$ cat src/rtl/cpu_ctrl_pkg.sv
// Shared encodings for the multi-cycle R/I CPU control sequencer:
// opcode/func fields, ALU operations, PC sources, FSM states and instruction classes.
package cpu_ctrl_pkg;

  localparam logic [5:0] OP_RTYPE = 6'b000000;
  localparam logic [5:0] OP_ADDI  = 6'b001000;
  localparam logic [5:0] OP_ANDI  = 6'b001100;
  localparam logic [5:0] OP_ORI   = 6'b001101;
  localparam logic [5:0] OP_XORI  = 6'b001110;
  localparam logic [5:0] OP_SLTI  = 6'b001010;
  localparam logic [5:0] OP_LW    = 6'b100011;
  localparam logic [5:0] OP_SW    = 6'b101011;
  localparam logic [5:0] OP_BEQ   = 6'b000100;
  localparam logic [5:0] OP_J     = 6'b000010;

  localparam logic [5:0] FN_ADD = 6'b100000;
  localparam logic [5:0] FN_SUB = 6'b100010;
  localparam logic [5:0] FN_AND = 6'b100100;
  localparam logic [5:0] FN_OR  = 6'b100101;
  localparam logic [5:0] FN_XOR = 6'b100110;
  localparam logic [5:0] FN_NOR = 6'b100111;
  localparam logic [5:0] FN_SLT = 6'b101010;
  localparam logic [5:0] FN_SLL = 6'b000100;

  typedef enum logic [2:0] {
    ALU_AND = 3'b000,
    ALU_OR  = 3'b001,
    ALU_XOR = 3'b010,
    ALU_NOR = 3'b011,
    ALU_ADD = 3'b100,
    ALU_SUB = 3'b101,
    ALU_SLT = 3'b110,
    ALU_SLL = 3'b111
  } alu_op_t;

  typedef enum logic [1:0] {
    PC_SRC_SEQ    = 2'b00,
    PC_SRC_BRANCH = 2'b01,
    PC_SRC_JUMP   = 2'b10
  } pc_src_t;

  typedef enum logic [2:0] {
    ST_IDLE,
    ST_IF,
    ST_ID,
    ST_EX,
    ST_MEM,
    ST_WB
  } state_t;

  typedef enum logic [2:0] {
    CLS_NOP,
    CLS_R,
    CLS_ALUI,
    CLS_LW,
    CLS_SW,
    CLS_BEQ,
    CLS_J
  } inst_class_t;

  typedef struct packed {
    inst_class_t cls;
    alu_op_t     alu_op;
    logic        imm_s;
    logic        rt_imm_s;
    logic        rd_rt_s;
  } decode_t;

  localparam decode_t DECODE_NOP = '{
    cls: CLS_NOP, alu_op: ALU_ADD, imm_s: 1'b0, rt_imm_s: 1'b0, rd_rt_s: 1'b0
  };

endpackage

$ cat src/rtl/alu_op_decode.sv
// Combinational instruction decode: opcode/func -> class, ALU op and datapath selects.
// Anything not in the supported R/I subset decodes as NOP with illegal raised.
module alu_op_decode
  import cpu_ctrl_pkg::*;
(
  input  logic [5:0] opa,
  input  logic [5:0] funca,
  output decode_t    dec,
  output logic       illegal
);

  always_comb begin
    dec     = DECODE_NOP;
    illegal = 1'b0;
    case (opa)
      OP_RTYPE: begin
        dec.cls = CLS_R;
        case (funca)
          FN_ADD:  dec.alu_op = ALU_ADD;
          FN_SUB:  dec.alu_op = ALU_SUB;
          FN_AND:  dec.alu_op = ALU_AND;
          FN_OR:   dec.alu_op = ALU_OR;
          FN_XOR:  dec.alu_op = ALU_XOR;
          FN_NOR:  dec.alu_op = ALU_NOR;
          FN_SLT:  dec.alu_op = ALU_SLT;
          FN_SLL:  dec.alu_op = ALU_SLL;
          default: begin
            dec.cls = CLS_NOP;
            illegal = 1'b1;
          end
        endcase
      end
      OP_ADDI: dec = '{cls: CLS_ALUI, alu_op: ALU_ADD, imm_s: 1'b1, rt_imm_s: 1'b1, rd_rt_s: 1'b1};
      OP_ANDI: dec = '{cls: CLS_ALUI, alu_op: ALU_AND, imm_s: 1'b0, rt_imm_s: 1'b1, rd_rt_s: 1'b1};
      OP_ORI:  dec = '{cls: CLS_ALUI, alu_op: ALU_OR,  imm_s: 1'b0, rt_imm_s: 1'b1, rd_rt_s: 1'b1};
      OP_XORI: dec = '{cls: CLS_ALUI, alu_op: ALU_XOR, imm_s: 1'b0, rt_imm_s: 1'b1, rd_rt_s: 1'b1};
      OP_SLTI: dec = '{cls: CLS_ALUI, alu_op: ALU_SLT, imm_s: 1'b1, rt_imm_s: 1'b1, rd_rt_s: 1'b1};
      OP_LW:   dec = '{cls: CLS_LW,   alu_op: ALU_ADD, imm_s: 1'b1, rt_imm_s: 1'b1, rd_rt_s: 1'b1};
      OP_SW:   dec = '{cls: CLS_SW,   alu_op: ALU_ADD, imm_s: 1'b1, rt_imm_s: 1'b1, rd_rt_s: 1'b0};
      // beq compares two registers; imm_s only matters for the branch-target adder
      OP_BEQ:  dec = '{cls: CLS_BEQ,  alu_op: ALU_SUB, imm_s: 1'b1, rt_imm_s: 1'b0, rd_rt_s: 1'b0};
      OP_J:    dec.cls = CLS_J;
      default: illegal = 1'b1;
    endcase
  end

endmodule

$ cat src/rtl/multicycle_control.sv
// Multi-cycle control sequencer: steps IF/ID/EX/MEM/WB, drives datapath enables and
// selects from the state plus the decode latched in ID, and counts retired instructions.
module multicycle_control
  import cpu_ctrl_pkg::*;
#(
  parameter int CNT_W = 16
) (
  input  logic             clka,
  input  logic             rsta,
  input  logic             run,
  input  logic [5:0]       opa,
  input  logic [5:0]       funca,
  input  logic             zfa,
  output logic             ir_write,
  output logic             pc_write,
  output logic [1:0]       pc_src,
  output logic             reg_write,
  output logic             rd_rt_s,
  output logic             imm_s,
  output logic             rt_imm_s,
  output logic             alu_mem_s,
  output logic             mem_write,
  output logic [2:0]       alu_op,
  output logic             busy,
  output logic             inst_done,
  output logic             illegal,
  output logic [CNT_W-1:0] inst_cnt
);

  state_t  state;
  decode_t dec_live;
  decode_t dec_q;
  logic    dec_illegal;
  logic    last_state;

  alu_op_decode u_alu_op_decode (
    .opa     (opa),
    .funca   (funca),
    .dec     (dec_live),
    .illegal (dec_illegal)
  );

  // The IR only becomes valid in ID, so j/NOP retirement there uses the live decode.
  assign last_state = ((state == ST_ID)  && ((dec_live.cls == CLS_J) || (dec_live.cls == CLS_NOP)))
                   || ((state == ST_EX)  && (dec_q.cls == CLS_BEQ))
                   || ((state == ST_MEM) && (dec_q.cls == CLS_SW))
                   ||  (state == ST_WB);

  always_ff @(posedge clka or negedge rsta) begin
    if (!rsta) begin
      state    <= ST_IDLE;
      dec_q    <= DECODE_NOP;
      illegal  <= 1'b0;
      inst_cnt <= '0;
    end else begin
      // NOTE: non-blocking assignments so every branch below sees pre-edge state and counts.
      if (state == ST_ID) begin
        dec_q <= dec_live;
        if (dec_illegal) illegal <= 1'b1;
      end

      if (last_state) begin
        inst_cnt <= inst_cnt + CNT_W'(1);
        state    <= run ? ST_IF : ST_IDLE;
      end else begin
        case (state)
          ST_IDLE: if (run) state <= ST_IF;
          ST_IF:   state <= ST_ID;
          ST_ID:   state <= ST_EX;
          ST_EX:   state <= ((dec_q.cls == CLS_LW) || (dec_q.cls == CLS_SW)) ? ST_MEM : ST_WB;
          ST_MEM:  state <= ST_WB;
          default: state <= ST_IDLE;
        endcase
      end
    end
  end

  always_comb begin
    // NOTE: every output gets a default first so no path through the case infers a latch.
    ir_write  = 1'b0;
    pc_write  = 1'b0;
    pc_src    = PC_SRC_SEQ;
    reg_write = 1'b0;
    mem_write = 1'b0;
    rd_rt_s   = 1'b0;
    imm_s     = 1'b0;
    rt_imm_s  = 1'b0;
    alu_mem_s = 1'b0;
    alu_op    = ALU_ADD;
    case (state)
      ST_IF: begin
        ir_write = 1'b1;
        pc_write = 1'b1;
      end
      ST_ID: begin
        if (dec_live.cls == CLS_J) begin
          pc_write = 1'b1;
          pc_src   = PC_SRC_JUMP;
        end
      end
      ST_EX, ST_MEM, ST_WB: begin
        alu_op   = dec_q.alu_op;
        imm_s    = dec_q.imm_s;
        rt_imm_s = dec_q.rt_imm_s;
        rd_rt_s  = dec_q.rd_rt_s;
        if (state == ST_EX && dec_q.cls == CLS_BEQ) begin
          pc_write = zfa;
          pc_src   = PC_SRC_BRANCH;
        end
        mem_write = (state == ST_MEM) && (dec_q.cls == CLS_SW);
        reg_write = (state == ST_WB);
        alu_mem_s = (state == ST_WB) && (dec_q.cls == CLS_LW);
      end
      default: ;
    endcase
  end

  assign busy      = (state != ST_IDLE);
  assign inst_done = last_state;

endmodule

$ cat config.mk
export PLATFORM = sky130hd
export DESIGN_NAME = multicycle_control
export DESIGN_NICKNAME = d
export VERILOG_FILES = /design/src/rtl/cpu_ctrl_pkg.sv /design/src/rtl/alu_op_decode.sv /design/src/rtl/multicycle_control.sv
export SDC_FILE = /design/constraint.sdc
export NUM_CORES = 1
export LEC_CHECK = 0
export ABC_CLOCK_PERIOD_IN_PS = 2220
export BUFFER_PORTS_ARGS = -buffer_cell sky130_fd_sc_hd__buf_4
export CORE_UTILIZATION = 45
export CTS_CLUSTER_SIZE = 24
export DETAILED_ROUTE_END_ITERATION = 8
export GPL_ROUTABILITY_DRIVEN = 0
export PLACE_DENSITY = 0.77
export SYNTH_ARGS = -nofsm -noshare
export SYNTH_HDL_FRONTEND = slang
export SYNTH_SLANG_ARGS = --single-unit
$ cat constraint.sdc
create_clock -name clka -period 2.22 [get_ports clka]
set_input_delay 0.333 -clock clka [delete_from_list [all_inputs] [get_ports clka]]
set_output_delay 0.333 -clock clka [all_outputs]
set_load 0.02 [all_outputs]
[Word level (Yosys, flattened, before mapping)]
Index checks and enable logic that the tools add are counted.
Cells by class
  add/sub/neg operators: 1
  equal/unequal tests: 27
  reductions and logical operators: 20
  multiplexer cells: 26
Operators by type and width (count)
  equality test 6 bit (second input constant): 9
  one-hot mux 3 bit (6 select lines): 2
  equality test 6 x 4 -> 1 bit (second input constant): 5
  one-hot mux 3 bit (7 select lines): 1
  adder 16 x 1 -> 16 bit (second input constant): 1
  equality test 3 bit (second input constant): 5
  one-hot mux 3 bit (5 select lines): 1
  two-way mux 1 bit: 14
  equality test 6 x 3 -> 1 bit (second input constant): 2
  one-hot mux 3 bit (4 select lines): 1
  equality test 3 x 2 -> 1 bit (second input constant): 3
  two-way mux 3 bit: 3
  OR reduction 3 bit: 3
  OR reduction 9 bit: 1
  OR reduction 8 bit: 1
  equality test 6 x 2 -> 1 bit (second input constant): 1
  logical NOT 3 bit: 2
  logical NOT 6 bit: 1
  logical OR 1 bit: 5
  OR reduction 5 bit: 1
  logical AND 1 bit: 4
  one-hot mux 2 bit (2 select lines): 1
  equality test 3 x 1 -> 1 bit (second input constant): 1
  inequality test 3 bit (second input constant): 1
  other kinds (5): 5
Storage, ports and cells
  input bits: 16
  output and inout bits: 32
  word-level logic and storage cells: 82
  register bits after elaboration: 29

[Logic depth before layout (Yosys ltp)]
Gate-level depths: netlist of run 1.
  word-level depth: 11
  gate-level depth with buffers: 8
  depth with buffers taken out: 6

[By module]
From an unflattened synthesis of run 1, not the netlist that was laid out.
Unflattened totals
  cell total of the unflattened synthesis: 186
  area, all modules: 1835.5 µm²
By module, submodules not included
  multicycle_control: seq. area each 726.9 µm², times used 1, cells each 126, area an instance 1463.9 µm²
  alu_op_decode: seq. area each 0.0 µm², times used 1, cells each 60, area an instance 371.6 µm²

[Worst setup path after synthesis of run 1]
OpenSTA, ideal clock, no wires.
  kind: reg-to-output
  start point: reg state[2]
  end point: out pc_write
  stages on the path, launching flop included: 6
  path buffers: 0
  required time: 1.887 ns
  slack: 0.244 ns
  data arrival time: 1.643 ns
  cells stage by stage: dfrtp_1 -> or3b_4 -> nor2_4 -> a32oi_2 -> nor2_1 -> a211o_1
Between the ends
  cells in the longest elaborated chain, start to end: 4
  elaborated cells on any way between the ends: 9
  those cells by class: eq/ne: 5; mux: 2; reduce/logical: 2
Ends and longest elaborated chain
  start: declaration: line multicycle_control.sv:30  | state_t state;
  start signal: assignment: line multicycle_control.sv:64  | state <= run ? ST_IF : ST_IDLE;
  start signal: assignment: line multicycle_control.sv:70  | ST_EX: state <= ((dec_q.cls == CLS_LW) || (dec_q.cls == CLS_SW)) ? ST_MEM : ST_WB;
  equality test 3 x 2 -> 1 bit: line multicycle_control.sv:90, multicycle_control.sv:106
  logical AND 1 bit: line multicycle_control.sv:106  | if (state == ST_EX && dec_q.cls == CLS_BEQ) begin
  two-way mux 1 bit: line multicycle_control.sv:106
  one-hot mux 1 bit (3 select lines) *: line multicycle_control.sv:90  | case (state)
  end: declaration: line multicycle_control.sv:15  | output logic pc_write,
Mark *: on every way between the ends. The rest lies on a longest branch, timed or not.

[Worst setup path in the final report of run 1]
  start point: reg state[2]
  end point: out inst_done
Between the ends
  cells in the longest elaborated chain, start to end: 5
  elaborated cells on any way between the ends: 10
  those cells by class: eq/ne: 4; reduce/logical: 6
Ends and longest elaborated chain
  equality test 3 x 2 -> 1 bit, on equally long branches: line multicycle_control.sv:44, multicycle_control.sv:45
  logical AND 1 bit, on equally long branches: line multicycle_control.sv:44, multicycle_control.sv:45
  logical OR 1 bit: line multicycle_control.sv:45  | || ((state == ST_EX) && (dec_q.cls == CLS_BEQ))
  logical OR 1 bit: line multicycle_control.sv:46  | || ((state == ST_MEM) && (dec_q.cls == CLS_SW))
  logical OR 1 bit *: line multicycle_control.sv:47  | || (state == ST_WB);
  end: declaration: line multicycle_control.sv:25  | output logic inst_done,
Marked as above.

==> summary.md, run 1 <==
| Metric | Value |
|---|---|
| Status | complete, no violations |
| Total gr overflow | 0 |
| DR DRC count | 0 |
| Row count | 23 |
| Initial antenna violation count | 0 |
| Most numerous cell in the Yosys netlist | dfrtp_1 |
| Routing usage on met3 | 4.66% |
| GRT busiest layer | met2 |
| Max clock buf depth | 2 |
| CTS root buf | clkbuf_8 |
| WS Path Type | reg2out |
| WL/cell | 14.0 um |
| Core Area | 0.00400 mm2 |
| Port-buffer cells | 47 |
| Non-filler instance count after layout | 311 |
| Clk sink count | 29 |
| Clk slew on worst S/H paths | 60 ps |
| Sequential share of the synthesized area | 39.0% |
| Wire length of the first global-routing pass | 6710 um |
| Pwr/cell area | 1020 mW/mm2 |
| Mean Syn Cell Area | 9.37 um2 |
| Final min period | 2200 ps |
| Worst slack, placed | 80.4 ps |
| Synth cell types | 59 |
| Worst Max-Slew Pin Slew | 507 ps |
| Initial core utilization | 46.6% |
| Hold_ws | 345 ps |
| GR met2 Demand/Resource | 31.5% |
| Post-synth top area share | 37.6% |
| Max IR drop VDD | 537 uV |
| Hold depth | 3 |
| Via count | 1684 |
| R2R cell count | 5 |
| Post-Route WL | 4350 um |
| Worst setup SP type | register |
| Ratio of cells with drive above 1 in the final layout | 33.3% |
| Ranking of synthesized cells by area | dfrtp_1 38%, xnor2_1 5.6%, nand2_1 3.8% |
| Pin count of the biggest net entering global routing | 30 |
| Post-synth EDFFs | 0 |
| Max_cap viols | 0 |
| Final Hold Fails | 0 |
| Final worst slack | 21.3 ps |
| Chip height | 66.4 um |
| RSZ-0062 raised after global routing | yes |
| 1st-pass router iterations | 4 |
| Die area | 0.00440 mm2 |
| Worst setup EP type | output port |
| Vias in the first global route | 1440 |
| Vias per inst | 5.41 |
| Post-synth top area cell | dfrtp_1 |
| Clk_lat worst skew | 290 ps |
| Die width | 66.4 um |
| Top Ports | 48 |
| Global Route Usage Sum | 20.3% |
| Fin crit share | 99.0% |
| CP arrival | 1870 ps |
| Post-Synthesis Cells | 199 |
| Crit path required time | 1890 ps |
| Leak Pwr | 1.11 nW |
| Clock skew | 12.7 ps |
| Warnings from Yosys | 0 |
| Final-stage net count | 277 |
| Drt initial violations | 78 |
| Diode count | 0 |
| CP max FO | 5 |
| CTS HTree Levels | 2 |
| Clock tree from TritonCTS | done |
| Mapped Area | 0.00186 mm2 |
| Post-route ant nets | 0 |
| Dpl cells | 290 |
| Reg2reg setup slack | 200 ps |
| Final setup fails | 0 |
| Slew Limit Fails | 0 |
| Final Instance Area | 0.00250 mm2 |
| Post-Syn Nets | 216 |
| Slew headroom | 66.2% |
| Area grow syn2layout | 34.2% |
| Synth Flop Type | dfrtp_1 |
| Final HPWL DP | 3050 um |
| Placed inst area | 0.00226 mm2 |
| Post-synthesis async set-or-reset flop share | 100% |
| Met1 Use GR | 27.8% |
| Maximum clock frequency | 455 MHz |
| Num CTS Buffers | 5 |
| Commonest cells in the netlist | 28 x dfrtp_1, 19 x nand2_1, 12 x xnor2_1, 10 x nor2_1, 9 x nand2b_1 |
| FF+latch count, synth | 29 |
| Worst hold path type | in2reg |
[worst max-delay path, stage by stage (launching register included)]
cell and delay [ps]:
dfrtp_1 400, or3b_4 450, nor2_4 170, a32oi_4 90, o21ba_4 250, nand2_4 90, buf_6 120
[power by group]
| part | total (mW) | internal [mW] | switching [mW] |
|---|---|---|---|
| logic | 1.16 | 0.543 | 0.619 |
| registers | 0.824 | 0.679 | 0.145 |
| clock network | 0.576 | 0.365 | 0.211 |
[placed cells by master, fill, tap and decap left out, types with 2 or more instances in the layout]
cell type	n
o22ai_1	2
a31oi_1	3
nand2_1	19
a22o_1	2
xnor2_1	12
o21ai_1	7
clkbuf_8	6
nor2_1	9
and2_1	7
a22oi_1	3
o21ai_0	7
nand2b_1	9
and3_1	7
nor2b_1	4
or3_1	2
xor2_1	5
a21oi_1	6
inv_1	2
buf_4	61
o2111ai_1	4
nor3_1	6
a211oi_2	3
dfrtp_1	28
a211oi_1	3
nand3_1	3
a21o_1	4
[routing by layer]
layer | vias up | share of wire [%]
li1 | 849 | -
met1 | 797 | 46
met2 | 34 | 50
met3 | 4 | 3.4
met4 | 0 | 0.87
met5 | - | 0
[path summary, 6_finish.rpt]
kind	start	to
worst max-delay path	state[2]	inst_done
worst min-delay path	run	state[0]
worst max register to register	state[2]	inst_cnt[9]
worst min register to register	dec_q[1]	dec_q[1]
max in group asynchronous	rsta	dec_q[5]
min in group asynchronous	rsta	inst_cnt[8]
[state kept, by name, indices dropped and copies added (netlist names)]
signal and flops:
inst_cnt 16, state 3, dec_q 9, illegal 1
[kinds of logic after synthesis]
group | after synthesis | synth area share (%)
simple gates | 85 | 26.5
compound gates | 54 | 21.9
flops | 29 | 39.0
xor+xnor | 17 | 7.99
buf+inv | 11 | 2.75
mux | 2 | 1.14
fa+ha+maj | 1 | 0.671
[layout make-up]
class	instances	area (um2)
fill	339	1500
multi-input combinational	159	1100
sequential	29	727
timing repair buffer	63	479
clock buffer	6	82.6
tap	50	62.6
clock inverter	2	37.5
inverter	2	7.51
[stage by stage]
stage	total power [mW]	utilization (%)	setup TNS, ps
floorplan	1.49	-	0
global placement	1.84	56.5	0
detailed placement	1.86	56.5	0
CTS	2.48	60.6	0
global route	2.70	62.5	-26.4
finish	2.56	62.5	0
[timing repair]
action | in CTS | in global routing
hold buffers | 1 | 0
pin swaps | 2 | 4
setup buffers | 4 | 8
endpoints found under the hold margin | 28 | 0
endpoints found under the setup margin | 2 | 2
gates resized for setup | 1 | 3
Power figures use the tool's default switching activity.
==> inputs of run 2 (changes only) <==
- ABC_CLOCK_PERIOD_IN_PS: 2220 -> 2700
- CORE_UTILIZATION: 45 -> 55
- PLACE_DENSITY: 0.77 -> 0.89
- clock period: 2.22 -> 2.7 ns (I/O delays scaled with it)
==> run 2 against run 1 <==
- first-iteration DRC count is 60% higher
- sequential share of layout area is 2.2 points higher
- critical path depth stayed put
- via count is 2.3% higher
- largest power group unchanged
==> summary.md, run 2 (synthesis gave the netlist of run 1 again) <==
| Metric | Value |
|---|---|
| Status | complete, no violations (unchanged) |
| FILL cells | 228 (was 339) |
| Via count | 1722 (was 1684) |
| Final min period | 2570 ps |
| Core Area | 0.00313 mm2 (was 0.00400 mm2) |
| Maximum clock frequency | 389 MHz |
| Initial antenna violation count | 0 (unchanged) |
| Top Ports | 48 (unchanged) |
| Diode count | 0 (unchanged) |
| Fin crit share | 95.2% |
| Slew headroom | 68.6% (was 66.2%) |
| Row count | 20 (was 23) |
| Die area | 0.00363 mm2 (was 0.00440 mm2) |
| Post-Route WL | 4460 um (was 4350 um) |
| CP startpoint | state[0] (was state[2]) |
| WS Path Type | reg2out (unchanged) |
| Max FFs per register | 16 (unchanged) |
| Num CTS Buffers | 5 (unchanged) |
| Final-stage net count | 262 (was 277) |
| Pwr/cell area | 812 mW/mm2 (was 1020 mW/mm2) |
| Post-CTS setup buffer count | 0 (was 4) |
| Chip height | 60.2 um (was 66.4 um) |
| Min-Delay Endpoint | state[0] (unchanged) |
| CTS root buf | clkbuf_4 (was clkbuf_8) |
| Worst Max-Slew Pin Slew | 470 ps (was 507 ps) |
| Clk_lat worst skew | 330 ps (was 290 ps) |
| Ratio of cells with drive above 1 in the final layout | 28.5% (was 33.3%) |
| Initial core utilization | 59.6% (was 46.6%) |
| Commonest cells after routing, fill and taps aside | 47 x buf_4, 28 x dfrtp_1, 19 x nand2_1, 12 x xnor2_1, 10 x nor2_1 (was 61 x buf_4, 28 x dfrtp_1, 19 x nand2_1, 12 x xnor2_1) |
| Hold depth | 3 (unchanged) |
| Leading registers by flop count | inst_cnt x16, dec_q x9, state x3 (unchanged) |
| Post-route ant nets | 0 (unchanged) |
| Wire length of the first global-routing pass | 7400 um (was 6710 um) |
| DR DRC count | 0 (unchanged) |
| Reg-to-reg endpoint | inst_cnt[7] (was inst_cnt[9]) |
| RR Startpoint | state[0] (was state[2]) |
| Worst setup SP type | register (unchanged) |
| Final Hold Fails | 0 (unchanged) |
| WL/cell | 15.4 um (was 14.0 um) |
| Sw frac | 40.0% (was 38.0%) |
| Global Route Usage Sum | 27.9% (was 20.3%) |
| Final setup fails | 0 (unchanged) |
| Area grow syn2layout | 24.9% (was 34.2%) |
| RSZ-0062 raised after global routing | no (was yes) |
| Register Area | 727 um2 (unchanged) |
| Worst hold path type | in2reg (unchanged) |
| Slew Limit Fails | 0 (unchanged) |
| Clk sink count | 29 (unchanged) |
| 1st-pass router iterations | 4 (unchanged) |
| Max IR drop VDD | 515 uV (was 537 uV) |
| CP max stage cell | dfrtp_1 (was or3b_4) |
| R2R cell count | 5 (unchanged) |
| Area of the multi-input gates | 0.00109 mm2 (was 0.00110 mm2) |
| Drt initial violations | 125 (was 78) |
| Finished Core Util | 74.4% (was 62.5%) |
| Most common library cell in the layout ignoring fill and taps | buf_4 (unchanged) |
| Most flop-heavy register | inst_cnt (unchanged) |
| Total gr overflow | 0 (unchanged) |
| CP arrival | 2170 ps (was 1870 ps) |
| Worst path max stage delay | 520 ps (was 450 ps) |
| Net Sw Power | 757 uW (was 974 uW) |
| Sequential share of power | 37.7% (was 32.2%) |
| Min-delay src | run (unchanged) |
| Pin count of the biggest net entering global routing | 30 (unchanged) |
| Vias in the first global route | 1573 (was 1440) |
| CP cell instances | or3b_4 > nor2_4 > a32oi_2 > o21ba_4 > nand2_2 > buf_4 (was or3b_4 > nor2_4 > a32oi_4 > o21ba_4 > nand2_4 > buf_6) |
| Total negative setup slack | 0 ps (unchanged) |
| Combinational Power Share | 42.5% (was 45.3%) |
| Clock skew | 13.2 ps (was 12.7 ps) |
| Leak Pwr | 1.03 nW (was 1.11 nW) |
| Die width | 60.2 um (was 66.4 um) |
| Reg2reg setup slack | 480 ps (was 200 ps) |
| Internal Power | 1.13 mW (was 1.59 mW) |
| Worst setup EP type | output port (unchanged) |
| Max_cap viols | 0 (unchanged) |
| Clock tree from TritonCTS | done (unchanged) |
| Port-buffer cells | 47 (unchanged) |
| CP max FO | 12 (was 5) |
| Final HPWL DP | 3270 um (was 3050 um) |
| Clk slew on worst S/H paths | 100 ps (was 60 ps) |
| Clock Power Share | 19.8% (was 22.5%) |
| Vias per inst | 5.94 (was 5.41) |
| CTS HTree Levels | 2 (unchanged) |
| Max clock buf depth | 2 (unchanged) |
| Crit path required time | 2300 ps (was 1890 ps) |
## run 2: stage by stage
step | cell area (um2) | cells | hold slack, ps | power, mW | setup WS (ps)
4_1_cts | 2320 | 290 | 351 | 1.88 | 146
3_3_place_gp | 2230 | 281 | 343 | 1.48 | 570
5_1_grt | 2330 | 290 | 358 | 2.00 | 12.0
6_report | 2330 | 290 | 357 | 1.89 | 129
3_5_place_dp | 2230 | 281 | 345 | 1.51 | 513
2_1_floorplan | 1860 | 199 | 109 | 1.22 | 625
## run 2: worst max-delay path by stage
| stage | slack (ps) | endpoint | cells after the start |
|---|---|---|---|
| final | 130 | inst_done | 6 |
| after global routing | 10 | inst_done | 5 |
| after CTS | 150 | inst_done | 5 |
| after detailed placement | 510 | inst_done | 5 |
| after global placement | 570 | inst_done | 6 |
| after floorplan | 620 | pc_write | 6 |
## run 2: timing repair
action / in CTS / in global routing
resized for setup: 0 / 1
endpoints found under the setup margin: 0 / 1
hold buffers: 1 / 0
hold endpoints to repair: 24 / 0
## run 2: power by group through the flow
| stage | clock, mW | sequential, mW | combinational (mW) |
|---|---|---|---|
| 2_1_floorplan | 0 | 0.712 | 0.512 |
| 3_3_place_gp | 0 | 0.705 | 0.774 |
| 3_5_place_dp | 0 | 0.718 | 0.794 |
| 4_1_cts | 0.377 | 0.708 | 0.800 |
| 5_1_grt | 0.395 | 0.734 | 0.872 |
| 6_report | 0.375 | 0.712 | 0.803 |
## run 2: worst max-delay path, delay by kind of cell, from the launching register on
family                 cells  cell delay, ps
and+or+nand+nor            3             780
DFF                        1             520
buffers and inverters      1             160
AOI/OAI and AO/OA          2             370
## run 2: layout make-up
cell class	count	area share, %
multi-input combinational	159	46.9
sequential	29	31.2
timing repair buffer	48	15.6
clock buffer	7	2.36
tap	44	2.36
clock inverter	1	1.29
inverter	2	0.322
## run 2: layer usage
metal	vias to the layer above	wire, um	track usage (%)
met4	0	83	7.64
li1	823	-	-
met3	10	335	7.36
met5	-	0	0
met1	808	1840	36.1
met2	81	2190	45.8
==> inputs of run 3 (changes only) <==
- ABC_AREA: not set -> 1
- BUFFER_PORTS_ARGS: -buffer_cell sky130_fd_sc_hd__buf_4 -> not set
- DONT_BUFFER_PORTS: not set -> 1
- PLACE_DENSITY: 0.89 -> 0.77
==> run 3 against run 2 <==
- fmax up 9.5%
- sequential share of layout area up 3.6 points
- clock-buffer cell count up 1
- register-to-register slack better by 280 ps
- synthesized cell count up 44%
- clock skew down 6.2 ps
- critical path type unchanged
- largest cell class unchanged
- highest routed layer unchanged
==> summary.md, run 3 <==
| Metric | Value |
|---|---|
| Maximum clock frequency | 426 MHz (was 389 MHz) |
| RSZ-0062 raised after global routing | no (unchanged) |
| Vias per inst | 5.17 (was 5.94) |
| Commonest cells after routing, fill and taps aside | 76 x nand2_1, 46 x inv_1, 30 x nor2_1, 28 x nand3_1, 28 x dfrtp_1 (was 47 x buf_4, 28 x dfrtp_1, 19 x nand2_1, 12 x xnor2_1, 10 x nor2_1) |
| FF+latch count, synth | 29 (unchanged) |
| CTS root buf | clkbuf_4 (unchanged) |
| WL/cell | 12.1 um (was 15.4 um) |
| Most flop-heavy register | inst_cnt (unchanged) |
| Clk sink count | 29 (unchanged) |
| Clk slew on worst S/H paths | 90 ps (was 100 ps) |
| CP max stage cell | dfrtp_1 (unchanged) |
| Diode count | 0 (unchanged) |
| Routed met2 length | 1960 um (was 2190 um) |
| Port-buffer cells | 0 (was 47) |
| Final-stage net count | 309 (was 262) |
| Adder-Cell Fraction of Synth Area | 0.632% (was 0.671%) |
| Drt initial violations | 153 (was 125) |
| WS Path Type | reg2out (unchanged) |
| Max layer used | met4 (unchanged) |
| CP cell instances | inv_1 > nor2_1 > nand2_1 > inv_2 > nand3_2 > nand2_2 > inv_4 > nand2_8 (was or3b_4 > nor2_4 > a32oi_2 > o21ba_4 > nand2_2 > buf_4) |
| Mapped Area | 0.00198 mm2 (was 0.00186 mm2) |
| Worst setup EP type | output port (unchanged) |
| Pin count of the biggest net entering global routing | 32 (was 30) |
| DR DRC count | 0 (unchanged) |
| Slew Limit Fails | 0 (unchanged) |
| Worst path max stage delay | 390 ps (was 520 ps) |
| Status | complete, no violations (unchanged) |
| Core Area | 0.00339 mm2 (was 0.00313 mm2) |
| Crit path required time | 2300 ps (about the same) |
| Total gr overflow | 0 (unchanged) |
| Slew headroom | 69.2% (was 68.6%) |
| Commonest cells in the netlist | 76 x nand2_1, 46 x inv_1, 30 x nor2_1, 28 x dfrtp_1, 28 x nand3_1 (was 28 x dfrtp_1, 19 x nand2_1, 12 x xnor2_1, 10 x nor2_1, 9 x nand2b_1) |
| Row count | 21 (was 20) |
| Initial core utilization | 58.4% (was 59.6%) |
| Post-route ant nets | 0 (unchanged) |
| Wire length of the first global-routing pass | 6410 um (was 7400 um) |
| Clock tree from TritonCTS | done (unchanged) |
| Wire length on met3 | 244 um (was 335 um) |
| Final setup fails | 0 (unchanged) |
| Mux cell area share after synthesis | 0% (was 1.14%) |
| Die area | 0.00384 mm2 (was 0.00363 mm2) |
| Synth Area in Compound Gates | 7.46% (was 21.9%) |
| Worst Max-Slew Pin Slew | 461 ps (was 470 ps) |
| Post-Route WL | 4100 um (was 4460 um) |
| Leak Pwr | 1.10 nW (was 1.03 nW) |
| Post-Route M1 WL | 1840 um (about the same) |
| Final Hold Fails | 0 (unchanged) |
| Total Power | 1.56 mW (was 1.89 mW) |
| Warnings from Yosys | 0 (unchanged) |
| Post-synth top area share | 35.4% (was 37.6%) |
| CP max FO | 31 (was 12) |
| Worst hold path type | in2reg (unchanged) |
| Top Ports | 48 (unchanged) |
| Leading registers by flop count | inst_cnt x16, dec_q x9, state x3 (unchanged) |
| Worst setup SP type | register (unchanged) |
| Max IR drop VDD | 280 uV (was 515 uV) |
| Total negative setup slack | 0 ps (unchanged) |
| Main combinational cell family by area after synthesis | simple AND/OR/NAND/NOR gates (unchanged) |
| Synth Flop Type | dfrtp_1 (unchanged) |
| Max_cap viols | 0 (unchanged) |
| Num CTS Buffers | 5 (unchanged) |
| CTS HTree Levels | 2 (unchanged) |
| Xor/xnor share of the synthesized area | 5.25% (was 7.99%) |
| Die width | 62.0 um (was 60.2 um) |
| Vias in the first global route | 1530 (was 1573) |
| Mean Syn Cell Area | 6.92 um2 (was 9.37 um2) |
| Pwr/cell area | 747 mW/mm2 (was 812 mW/mm2) |
| Post-synthesis async set-or-reset flop share | 100% (unchanged) |
| Sequential share of the synthesized area | 36.7% (was 39.0%) |
| Initial antenna violation count | 0 (unchanged) |
| Post-Syn Nets | 303 (was 216) |
| 1st-pass router iterations | 4 (unchanged) |
| Max clock buf depth | 2 (unchanged) |
| Clk_lat worst skew | 330 ps (about the same) |
| Via count | 1753 (was 1722) |
| Area grow syn2layout | 5.37% (was 24.9%) |
| Ranking of synthesized cells by area | dfrtp_1 35%, nand2_1 14%, inv_1 8.7% (was dfrtp_1 38%, xnor2_1 5.6%, nand2_1 3.8%) |
| Post-CTS setup buffer count | 0 (unchanged) |
| Max FFs per register | 16 (unchanged) |
| Clock skew | 7.04 ps (was 13.2 ps) |
| Final HPWL DP | 3200 um (was 3270 um) |
| Chip height | 62.0 um (was 60.2 um) |
| Most common library cell in the layout ignoring fill and taps | nand2_1 (was buf_4) |
| Fin crit share | 87.0% (was 95.2%) |
| Final min period | 2350 ps (was 2570 ps) |
| Post-synth top area cell | dfrtp_1 (unchanged) |
| Synth cell types | 33 (was 59) |
| Post-Synth Simple-Gate Area | 38.1% (was 26.5%) |
| Post-synth EDFFs | 0 (unchanged) |
| CP arrival | 1940 ps (was 2170 ps) |
| Global Route Usage Sum | 23.0% (was 27.9%) |
| Ratio of cells with drive above 1 in the final layout | 9.90% (was 28.5%) |
| Post-Synthesis Cells | 286 (was 199) |
| Most numerous cell in the Yosys netlist | nand2_1 (was dfrtp_1) |
## run 3: cells by family (layout without fill, tap and decap cells)
| family | after synthesis | in the layout |
|---|---|---|
| fa+ha+maj | 1 | 1 |
| simple gates | 163 | 163 |
| flops | 29 | 29 |
| compound gates | 26 | 26 |
| buf+inv | 56 | 63 |
| xor+xnor | 11 | 11 |
## run 3: layout make-up
cell class                      count  area [um2]
Clock buffer                        8        48.8
Fill cell                         310        1300
Inverter                           52         198
Multi-Input combinational cell    201        1020
Sequential cell                    29         727
Tap cell                           46        57.6
Timing Repair Buffer                3        37.5
## run 3: through the flow
stage / instances / instance area [um2] / util (%) / setup slack (ps) / hold WS, ps
after detailed placement: 329 / 2010 / 59.2 / 722 / 110
after CTS: 339 / 2090 / 61.5 / 362 / 273
after global placement: 329 / 2010 / 59.2 / 780 / 110
final: 339 / 2090 / 61.5 / 352 / 271
after floorplan: 286 / 1980 / - / 796 / 109
after global routing: 339 / 2090 / 61.5 / 171 / 278
## run 3: final timing paths
path | from | endpoint | slack (ps) | depth (start not counted)
worst min register to register | dec_q[2] | dec_q[2] | 490 | 2
min in group asynchronous | rsta | inst_cnt[14] | 520 | 2
worst max-delay path | state[1] | inst_done | 350 | 8
max in group asynchronous | rsta | dec_q[5] | 1940 | 2
worst min-delay path | run | state[0] | 270 | 4
worst max register to register | state[1] | inst_cnt[5] | 760 | 11
## run 3: what timing repair did
action	CTS	global route
hold buffers	2	0
gates resized for setup	0	0
endpoints found under the hold margin	29	0
## run 3: report_power, final
| group | switching, mW | leakage [nW] | total [mW] | internal (mW) |
|---|---|---|---|---|
| Sequential | 0.144 | 0.384 | 0.686 | 0.542 |
| Combinational | 0.448 | 0.692 | 0.623 | 0.175 |
| Clock | 0.145 | 0.0265 | 0.248 | 0.104 |
## run 3: critical path, delay by kind of cell, from the launching register on
kind | cells | cell delay (ps)
and+or+nand+nor | 5 | 840
DFF | 1 | 390
buffers and inverters | 3 | 380
## run 3: layer usage
metal  up-vias  GRT usage, %
met5         -             0
met2        48          37.8
met4         0          5.71
li1        908             -
met1       791          29.0
met3         6          7.87
